===== src/rtl/pixel_stream_unpacker.sv =====
// pixel_stream_unpacker
//
// Purpose: assembles 12-bit RGB444 pixels from a byte stream. Each pixel is
// carried as two bytes: a high byte {4'b0, R} followed by a low byte {G, B}.
// Assembled pixels are presented with their raster coordinates and held until
// the downstream side accepts them. A start-of-frame pulse resynchronises the
// stream and the raster position.
//
// Ports:
//   clk           single clock, rising edge
//   hard_reset_n  asynchronous active-low reset
//   sof           synchronous start-of-frame resync pulse
//   byte_in       stream byte
//   byte_valid    byte_in holds a valid byte
//   byte_ready    byte_in is accepted this cycle
//   pixel         assembled pixel {R, G, B}
//   pixel_x/y     raster column/row of the presented pixel
//   pixel_valid   pixel, pixel_x, pixel_y are valid
//   pixel_ready   downstream accepts the pixel
//   frame_done    one-cycle pulse after the last pixel of a frame is accepted
//   err_count     saturating protocol error count
//   dbg_state     current FSM state (S_HI=0, S_LO=1, S_OUT=2)
//
// Handshakes: a transfer happens on a rising clk edge where valid and ready
// are both high; valid never depends on ready, and pixel data is held stable
// while pixel_valid is high and pixel_ready is low.
//
// Optional build macro: UNPACKER_ERRCNT_EN. When defined, err_count counts
// protocol errors (malformed high byte, resync mid-pixel or mid-frame) and
// saturates at 255. When undefined, err_count is tied to 0; the error handling
// itself (byte drop, resync) is identical.

module pixel_stream_unpacker #(
  parameter int H_ACTIVE = 640,
  parameter int V_ACTIVE = 480
) (
  input  logic        clk,
  input  logic        hard_reset_n,
  input  logic        sof,
  input  logic [7:0]  byte_in,
  input  logic        byte_valid,
  output logic        byte_ready,
  output logic [11:0] pixel,
  output logic [9:0]  pixel_x,
  output logic [9:0]  pixel_y,
  output logic        pixel_valid,
  input  logic        pixel_ready,
  output logic        frame_done,
  output logic [7:0]  err_count,
  output logic [1:0]  dbg_state
);

  typedef enum logic [1:0] {
    S_HI  = 2'd0,
    S_LO  = 2'd1,
    S_OUT = 2'd2
  } state_t;

  localparam logic [9:0] X_LAST = 10'(H_ACTIVE - 1);
  localparam logic [9:0] Y_LAST = 10'(V_ACTIVE - 1);

  state_t      state_q, state_d;
  logic        alive_q, alive_d;       // low during reset, high from the first edge after
  logic [3:0]  r_q, r_d;
  logic [11:0] pixel_q, pixel_d;
  logic [9:0]  x_q, x_d;
  logic [9:0]  y_q, y_d;
  logic        pixel_valid_q, pixel_valid_d;
  logic        frame_done_q, frame_done_d;
  logic        err_event;
  logic        byte_ready_c;
  logic        byte_hs;
  logic        pix_hs;

  always_comb begin
    state_d      = state_q;
    alive_d      = 1'b1;
    r_d          = r_q;
    pixel_d      = pixel_q;
    x_d          = x_q;
    y_d          = y_q;
    frame_done_d = 1'b0;
    err_event    = 1'b0;

    case (state_q)
      S_HI, S_LO: byte_ready_c = alive_q;
      // A new high byte is only taken when the held pixel leaves this cycle.
      S_OUT:      byte_ready_c = alive_q & pixel_ready;
      default:    byte_ready_c = 1'b0;
    endcase
    // sof wins over any handshake, so the byte on the bus is not consumed.
    if (sof) byte_ready_c = 1'b0;

    byte_hs = byte_valid & byte_ready_c;
    pix_hs  = pixel_valid_q & pixel_ready & ~sof;

    if (sof) begin
      state_d   = S_HI;
      x_d       = 10'd0;
      y_d       = 10'd0;
      // A resync is only clean when nothing is partial and the raster is at origin.
      err_event = (state_q != S_HI) || (x_q != 10'd0) || (y_q != 10'd0);
    end else begin
      if (pix_hs) begin
        state_d = S_HI;
        if (x_q == X_LAST) begin
          x_d = 10'd0;
          if (y_q == Y_LAST) begin
            y_d          = 10'd0;
            frame_done_d = 1'b1;
          end else begin
            y_d = y_q + 10'd1;
          end
        end else begin
          x_d = x_q + 10'd1;
        end
      end
      if (byte_hs) begin
        if (state_q == S_LO) begin
          pixel_d = {r_q, byte_in};
          state_d = S_OUT;
        end else if (byte_in[7:4] == 4'd0) begin
          // High byte in S_HI, or in S_OUT alongside the pixel handshake.
          r_d     = byte_in[3:0];
          state_d = S_LO;
        end else begin
          err_event = 1'b1;
        end
      end
    end

    pixel_valid_d = (state_d == S_OUT);
  end

  always_ff @(posedge clk or negedge hard_reset_n) begin
    if (!hard_reset_n) begin
      state_q       <= S_HI;
      alive_q       <= 1'b0;
      r_q           <= 4'd0;
      pixel_q       <= 12'd0;
      x_q           <= 10'd0;
      y_q           <= 10'd0;
      pixel_valid_q <= 1'b0;
      frame_done_q  <= 1'b0;
    end else begin
      state_q       <= state_d;
      alive_q       <= alive_d;
      r_q           <= r_d;
      pixel_q       <= pixel_d;
      x_q           <= x_d;
      y_q           <= y_d;
      pixel_valid_q <= pixel_valid_d;
      frame_done_q  <= frame_done_d;
    end
  end

`ifdef UNPACKER_ERRCNT_EN
  logic [7:0] err_q, err_d;

  always_comb begin
    err_d = err_q;
    if (err_event && (err_q != 8'hFF)) err_d = err_q + 8'd1;
  end

  always_ff @(posedge clk or negedge hard_reset_n) begin
    if (!hard_reset_n) err_q <= 8'd0;
    else               err_q <= err_d;
  end

  assign err_count = err_q;
`else
  logic unused_err_event;
  assign unused_err_event = err_event;
  assign err_count        = 8'd0;
`endif

  assign byte_ready  = byte_ready_c;
  assign pixel       = pixel_q;
  assign pixel_x     = x_q;
  assign pixel_y     = y_q;
  assign pixel_valid = pixel_valid_q;
  assign frame_done  = frame_done_q;
  assign dbg_state   = state_q;

endmodule


===== config.mk =====
export PLATFORM = sky130hd
export DESIGN_NAME = pixel_stream_unpacker
export DESIGN_NICKNAME = d
export VERILOG_FILES = /design/src/rtl/pixel_stream_unpacker.sv
export SDC_FILE = /design/constraint.sdc
export NUM_CORES = 1
export LEC_CHECK = 0
export CAP_MARGIN = 0
export CORE_MARGIN = 1.5
export CORE_UTILIZATION = 43
export CTS_BUF_LIST = sky130_fd_sc_hd__clkbuf_16
export DETAILED_ROUTE_END_ITERATION = 12
export GPL_TIMING_DRIVEN = 0
export PLACE_DENSITY = 0.74
export SETUP_SLACK_MARGIN = 0.05
export SLEW_MARGIN = 20
export SYNTH_ARGS = -nofsm -noshare
export SYNTH_HDL_FRONTEND = slang
export SYNTH_SLANG_ARGS = --single-unit

===== constraint.sdc =====
create_clock -name clk -period 2 [get_ports clk]
set_input_delay 0.2 -clock clk [delete_from_list [all_inputs] [get_ports clk]]
set_output_delay 0.2 -clock clk [all_outputs]
set_load 0.05 [all_outputs]

Word-level counts from Yosys, hierarchy flattened

Cells that the tools add are included.

Add/sub/neg operators: 2
Multiply operators: 0
Divide/modulo/power cells: 0
Magnitude comparators: 0
Equal/unequal tests: 5
Shifts and indexed selects: 0
Mux-type cells: 18
Bitwise operators: 6
Reductions and logical operators: 8

Operators with widths:

| kind                                                              | number |
|---|---|
| 10-bit 2-to-1 mux                                                 | 7 |
| 10-bit by 1-bit adder with 10-bit output (second input constant)  | 2 |
| 10-bit == test (second input constant)                            | 1 |
| 10-bit by 9-bit == test with 1-bit output (second input constant) | 1 |
| 2-bit 2-to-1 mux                                                  | 5 |
| 1-bit 2-to-1 mux                                                  | 5 |
| 1-bit AND                                                         | 4 |
| 2-bit == test (second input constant)                             | 2 |
| 4-bit zero test                                                   | 1 |
| 4-bit AND reduction                                               | 1 |
| 2-bit nonzero test                                                | 2 |
| 3-bit AND reduction                                               | 1 |
| 2-bit by 1-bit == test with 1-bit output (second input constant)  | 1 |
| 2-bit zero test                                                   | 1 |
| 1-bit inverter                                                    | 2 |
| 1-bit case mux with 2 select lines                                | 1 |
| 2-bit AND reduction                                               | 1 |
| 2-bit OR reduction                                                | 1 |

Register bits after elaboration: 41
Bits in latches: 0
Bits in writable memories: 0
ROM bits: 0
Input bits: 13
Output and inout bits: 45
Word-level logic and storage cells: 47
Memories: 0

Longest topological paths before layout

Gate-level depths: netlist of run 1.

Word-level depth: 8
Gate-level depth with buffers: 6
Gate-level depth less buffers: 5

Worst setup path after synthesis of run 1

Ideal clock, no wire load.

Path type: reg2reg
Start: reg x_q[0] (netlist: pixel_x[0])
End: reg y_q[9] (netlist: pixel_y[9])
Setup time: 78 ps
Arrival: 2,034 ps
Data required time: 1,922 ps
Path slack: -113 ps
Cell stages (with the launch flop): 7
Path buffers: 1
Period minus slack after synthesis: 2,113 ps
Cell sequence: dfrtp_1 -> ha_1 -> and3_1 -> buf_2 -> a41oi_4 -> or4_1 -> a21oi_1

Longest elaborated chain between the ends: 3

Ends and longest elaborated chain:

| what                                 | RTL line | source |
|---|---|---|
| start: declaration                   | 66       | `logic [9:0] x_q, x_d;` |
| start signal: assignment             | 141      | `x_q <= 10'd0;` |
| start signal: assignment             | 150      | `x_q <= x_d;` |
| 10-bit == test                       | 106      | `if (x_q == X_LAST) begin` |
| 2-bit nonzero test (no source line)  | n/a      |  |
| 2-bit AND reduction (no source line) | n/a      |  |
| end signal: assignment               | 151      | `y_q <= y_d;` |
| end: declaration                     | 67       | `logic [9:0] y_q, y_d;` |

Every way passes these cells.
A chain may end at the register's enable or synchronous reset.

Worst setup path in the final report of run 1

Start: reg x_q[9] (netlist: pixel_x[9])
End: out pixel_x[9]

RTL lines:

| what             | RTL line | source |
|---|---|---|
| end: declaration | 44       | `output logic [9:0] pixel_x,` |

No word-level cell between the ends.

==> results of run 1 <==
kinds of logic after synthesis:
family,share of synthesized area [%]
AOI/OAI and AO/OA,11.5
and+or+nand+nor,17.7
DFF,51.4
other,0.376
buffers and inverters,5.08
xor gates and xnor gates,3.07
adders and majority gates,1.25
muxes,9.59
worst min-delay path by stage:
stage / to / slack, ns / depth (start not counted)
global route: pixel_y[0] / 0.46 / 2
global placement: r_q[3] / 0.47 / 1
detailed placement: pixel_y[0] / 0.20 / 1
floorplan: alive_q / -0.1 / 0
CTS: pixel_y[0] / 0.43 / 4
finish: pixel_y[0] / 0.42 / 2
power breakdown:
group          switching [W]  internal [W]
Sequential         0.0000195      0.000851
Clock               0.000317      0.000584
Combinational       0.000150     0.0000857
Total               0.000486       0.00152
cell usage after synthesis, drive strengths merged, types with 2 or more instances:
cell type,n,share of area [%]
a21oi,10,2.5
and3,5,1.6
and4,3,1.3
buf,11,3.8
conb,2,0.38
dfrtp,41,51
ha,2,1.3
inv,6,1.1
mux2,17,9.6
nand2,12,2.3
nand3,11,2.8
nand4,2,0.94
nor2,9,1.7
nor2b,3,0.94
nor3,4,1.0
nor3b,2,0.75
nor4,2,0.63
o21ai,5,1.3
o31ai,6,2.3
or3,2,0.63
or4,4,1.5
xnor2,5,2.2
xor2,2,0.88
registers in the layout (all words and copies together) (netlist names):
signal       cells
pixel_x         10
dbg_state        2
alive_q          1
r_q              4
pixel           12
pixel_y         10
pixel_valid      1
frame_done       1
stage by stage:
| stage | TNS, ns | instances | total power [W] |
|---|---|---|---|
| 2_1_floorplan | 0 | 188 | 0.00102 |
| 5_1_grt | 0 | 301 | 0.00208 |
| 6_report | 0 | 301 | 0.00201 |
| 4_1_cts | 0 | 298 | 0.00202 |
| 3_3_place_gp | -12.68 | 288 | 0.00111 |
| 3_5_place_dp | -0.536 | 289 | 0.00112 |
cell type report:
class	instances	area, um2	area share, %
clock inverters	3	41.3	1.47
well taps	52	65.1	2.32
multi-input cells	129	906	32.3
plain buffers	12	78.8	2.81
flip-flops and latches	41	1030	36.8
repair buffers	53	534	19.0
clock buffers	5	125	4.46
inverters	6	22.5	0.803
what timing repair did:
action                                 4_1_cts  5_1_grt
resized for setup                            1        3
pin swaps                                    0        1
endpoints found under the hold margin       20        0
setup endpoints to repair                    1        5
setup buffers                                0        3
hold buffers                                 1        0
routing by layer:
layer  vias to the layer above  wire [um]  share of wire (%)
li1                        782          -                  -
met1                       758       1890                 44
met2                        54       2130                 49
met3                        11        203                4.7
met4                         0         98                2.3
met5                         -          0                  0
cell usage in the layout (no fill, tap or decap), drive strengths merged, types with 2 or more instances in the layout:
master / netlist / final
a21oi: 10 / 10
and3: 5 / 5
and4: 3 / 3
buf: 11 / 16
clkbuf: 1 / 6
clkdlybuf4s50: 0 / 46
conb: 2 / 9
dfrtp: 41 / 41
ha: 2 / 2
inv: 6 / 6
mux2: 17 / 17
nand2: 12 / 12
nand3: 11 / 11
nand4: 2 / 2
nor2: 9 / 9
nor2b: 3 / 3
nor3: 4 / 4
nor3b: 2 / 2
nor4: 2 / 2
o21ai: 5 / 5
o31ai: 6 / 6
or3: 2 / 2
or4: 4 / 4
xnor2: 5 / 5
xor2: 2 / 2
==> results.sh, run 1 <==
export IMPL_viasPerCell=5.33
export IMPL_powerDensity_nw_per_um2=715
export IMPL_area_growth_pct=40.6
export IMPL_cp_depth=1
export IMPL_worstSetupPathType="flip-flop to output pin"
export IMPL_dpl_hpwl_mm=3.20
export IMPL_r2r_start="pixel_x[0]"
export IMPL_ys_seq_area_share_pct=51.4
export IMPL_numCtsBuffers=5
export IMPL_clock_latency_ns=0.28
export IMPL_ys_ff_latch=41
export IMPL_cts_root_buf="clkbuf_16"
export IMPL_via_count=1605
export IMPL_firstDrtPassIters=4
export IMPL_cts_tree="yes"
export IMPL_rows=24
export IMPL_hold_class="input pin to asynchronous set/reset pin"
export IMPL_worst_setup_path_end_kind="output pin"
export IMPL_use_met2_pct=29.0
export IMPL_synth_area_um2=2000
export IMPL_drive_above_1_share_pct=18.9
export IMPL_relSlewSlack_pct=65.2
export IMPL_grt_usage_pct=17.6
export IMPL_nFillCells=356
export IMPL_die_area_um2=5060
export IMPL_final_max_slew_viol_count=0
export IMPL_final_antenna_net_count=0
export IMPL_path_delay_family="buffers and inverters"
export IMPL_rsz0062_at_grt="yes"
export IMPL_clockBufferDepth=2
export IMPL_routed_wl_mm=4.32
export IMPL_die_w_um=71.1
export IMPL_r2r_end="pixel_y[9]"
export IMPL_ys_warn_count=0
export IMPL_overflow=0
export IMPL_status="finished, final reports clean"
export IMPL_synth_edf_count=0
export IMPL_cp_num_buf_inv=1
export IMPL_drt_iter0_markers=69
export IMPL_final_nets=263
export IMPL_grt_busiest_layer="met2"
export IMPL_reg2reg_depth=6
export IMPL_holdWs_ns=0.417
export IMPL_worstPathArrival_ns=1.69
export IMPL_cts_max_level=2
export IMPL_leakagePower_nw=1.22
export IMPL_port_buffers=48
export IMPL_synth_distinct_cells=42
export IMPL_grt_util_met3_pct=3.56
export IMPL_hold_viol_final=0
export IMPL_io_pins=58
export IMPL_wl_per_cell_um=14.4
export IMPL_worst_pin_slew_ns=0.521
export IMPL_path_clk_slew_ns=0.06
export IMPL_irDropWorstVdd_v=0.000527
export IMPL_n_antenna_cell=0
export IMPL_use_met1_pct=22.7
export IMPL_place_gp_congestion=0.780
export IMPL_critPathMaxFanout=8
export IMPL_synth_flop_cell="dfrtp_1"
export IMPL_die_y_um=71.1
export IMPL_worstSetupEndpoint="pixel_x[9]"
export IMPL_setup_slack_ns=0.105
export IMPL_clock_sinks=41
export IMPL_antenna_found_initial=0
export IMPL_crit_required_ns=1.80
export IMPL_rrSetupSlack_ns=0.13
export IMPL_fmax_ghz=0.528
export IMPL_grt_first_pass_wirelength_mm=6.97
export IMPL_start_util_pct=45.2
export IMPL_crit_path_start="pixel_x[9]"
export IMPL_final_area_um2=2810
export IMPL_post_route_drc_count=0
export IMPL_finalSetupViolations=0
export IMPL_place_area_um2=2600
export IMPL_utilization_pct=63.5
export IMPL_critPathMaxStageDelay_ns=0.87
export IMPL_grt_start_max_net_pins=22
export IMPL_grt_pass1_vias=1519
export IMPL_slowest_stage="clkdlybuf4s50_1"
export IMPL_timing_final_crit_share_pct=94.7
export IMPL_avgSynthCellArea_um2=11.0
export IMPL_place_ws_ns=-0.0771
export IMPL_path_cells="clkdlybuf4s50_1"
export IMPL_core_um2=4410
export IMPL_timing_final_crit_period_ns=1.89
export IMPL_syn_instance_count=181
export IMPL_synthArstFlopShare_pct=100
export IMPL_start_kind="flip-flop"
export IMPL_finClkSkew_ns=0.00403
export IMPL_cap_violations=0
Power figures use the tool's default switching activity.
==> inputs of run 2 (changes only) <==
CORE_ASPECT_RATIO = 0.6   (was not set)
SLEW_MARGIN = not set   (was 20)
clock period = 2.2 ns   (was 2 ns; I/O delays follow)
==> run 2 against run 1 <==
  * Sequential power is 9.0% lower
  * Critical path depth is 5 higher
  * First-iteration DRC count is 16% lower
  * Clock power is 22% lower
  * Final area is 2.2% lower
  * Highest routed layer unchanged
==> results.sh, run 2 (synthesis results as in run 1) <==
export IMPL_final_antenna_net_count=0
export IMPL_power_w=0.00171
export IMPL_reg2reg_depth=6
export IMPL_utilization_pct=64.1
export IMPL_hold_viol_final=0
export IMPL_holdWs_ns=0.388
export IMPL_irDropWorstVdd_v=0.000419
export IMPL_grt_first_pass_wirelength_mm=7.63
export IMPL_drt_iter0_markers=58
export IMPL_largest_register_ffs=12
export IMPL_core_um2=4280
export IMPL_area_growth_pct=37.5
export IMPL_place_area_um2=2590
export IMPL_cts_max_level=2
export IMPL_hold_class="input pin to asynchronous set/reset pin"
export IMPL_cp_num_buf_inv=1
export IMPL_final_area_um2=2740
export IMPL_finClkSkew_ns=0.00256
export IMPL_place_gp_congestion=0.741
export IMPL_relSlewSlack_pct=63.2
export IMPL_port_buffers=48
export IMPL_clock_sinks=41
export IMPL_leakagePower_nw=1.20
export IMPL_timing_final_crit_share_pct=89.8
export IMPL_finalSetupViolations=0
export IMPL_clockBufferDepth=2
export IMPL_firstDrtPassIters=4
export IMPL_worst_setup_path_end_kind="flip-flop"
export IMPL_post_route_drc_count=0
export IMPL_cp_depth=6
export IMPL_rsz0062_at_grt="no"
export IMPL_die_w_um=91.0
export IMPL_path_clk_slew_ns=0.06
export IMPL_die_y_um=55.8
export IMPL_status="finished, final reports clean"
export IMPL_worstPathArrival_ns=2.12
export IMPL_powerDensity_nw_per_um2=623
export IMPL_layout_common_cells="clkdlybuf4s50_1, dfrtp_1, mux2_2"
export IMPL_worstSetupPathType="flip-flop to flip-flop"
export IMPL_antenna_found_initial=0
export IMPL_final_max_slew_viol_count=0
export IMPL_numCtsBuffers=5
export IMPL_viasPerCell=5.18
export IMPL_cap_violations=0
export IMPL_rows=18
export IMPL_routed_wl_mm=4.41
export IMPL_crit_required_ns=2.34
export IMPL_start_util_pct=46.6
export IMPL_timing_final_crit_period_ns=1.98
export IMPL_setup_slack_ns=0.225
export IMPL_cts_setup_buffers=0
export IMPL_path_delay_family="compound AO/OA/AOI/OAI gates"
export IMPL_grt_usage_pct=18.9
export IMPL_die_area_um2=5070
export IMPL_cts_tree="yes"
export IMPL_path_cells="ha_1 -> and3_1 -> buf_2 -> nand4_2 -> o21ai_0 -> o31ai_1"
export IMPL_critPathMaxFanout=8
export IMPL_via_count=1584
export IMPL_n_antenna_cell=0
export IMPL_io_pins=58
export IMPL_grt_pass1_vias=1502
export IMPL_fmax_ghz=0.506
export IMPL_worst_pin_slew_ns=0.546
export IMPL_wl_per_cell_um=14.4
export IMPL_final_nets=260
export IMPL_slowest_stage="o21ai_0"
export IMPL_dpl_hpwl_mm=3.23
export IMPL_overflow=0
export IMPL_drive_above_1_share_pct=15.9
export IMPL_cts_root_buf="clkbuf_16"
export IMPL_start_kind="flip-flop"
export IMPL_place_ws_ns=0.0554
export IMPL_critPathMaxStageDelay_ns=0.52
export IMPL_clock_latency_ns=0.28
export IMPL_final_common_cell="clkdlybuf4s50_1"
export IMPL_grt_start_max_net_pins=28
-- run 2: cell types whose count changed in the layout (fill, tap and decap cells not counted), sizes merged --
| cell | change |
|---|---|
| clkinv | +1 |
| buf | -3 |
| bufinv | -1 |
-- run 2: layer usage --
metal	wire, um	vias up	global-route usage, %
li1	-	777	-
met1	2330	751	28.9
met2	1770	53	25.3
met3	282	3	5.74
met4	23	0	5.13
met5	0	-	0
-- run 2: final timing paths --
| path | from | end | slack, ns |
|---|---|---|---|
| setup reg to reg | pixel_x[0] | pixel_y[7] | 0.22 |
| setup / recovery | pixel_x[0] | pixel_y[7] | 0.22 |
| min in group clk | sof | pixel_y[0] | 0.46 |
| hold / removal | hard_reset_n | pixel_x[7] | 0.39 |
| hold reg to reg | r_q[3] | r_q[3] | 0.49 |
| max in group asynchronous | hard_reset_n | pixel[8] | 1.35 |
-- run 2: area by class of cell --
type | instances | area [um2]
tap | 60 | 75.1
clock inverter | 3 | 17.5
clock buffer | 5 | 125
multi-input combinational | 129 | 895
timing repair buffer | 50 | 504
fill | 344 | 1540
sequential | 41 | 1030
inverter | 6 | 22.5
buffer | 12 | 78.8
-- run 2: per-stage QoR --
step,setup TNS [ns],std cells
floorplan,0,188
global placement,-5.47,296
detailed placement,0,297
CTS,0,306
global route,0,306
finish,0,306
-- run 2: power breakdown --
part	switching [W]	internal (W)
logic	0.000138	0.0000734
registers	0.0000191	0.000774
clock network	0.000289	0.000416
-- run 2: what timing repair did --
action                                 in CTS  in global routing
endpoints found under the hold margin      14                  0
setup endpoints to repair                   1                  0
hold buffers                                1                  0
resized for setup                           1                  0
-- run 2: worst register-to-register path: cells and delay by family (launching register included) --
family,cells,cell delay (ns)
flops,1,0.40
buf+inv,1,0.17
fa+ha+maj,1,0.23
simple gates,2,0.36
compound gates,2,0.68
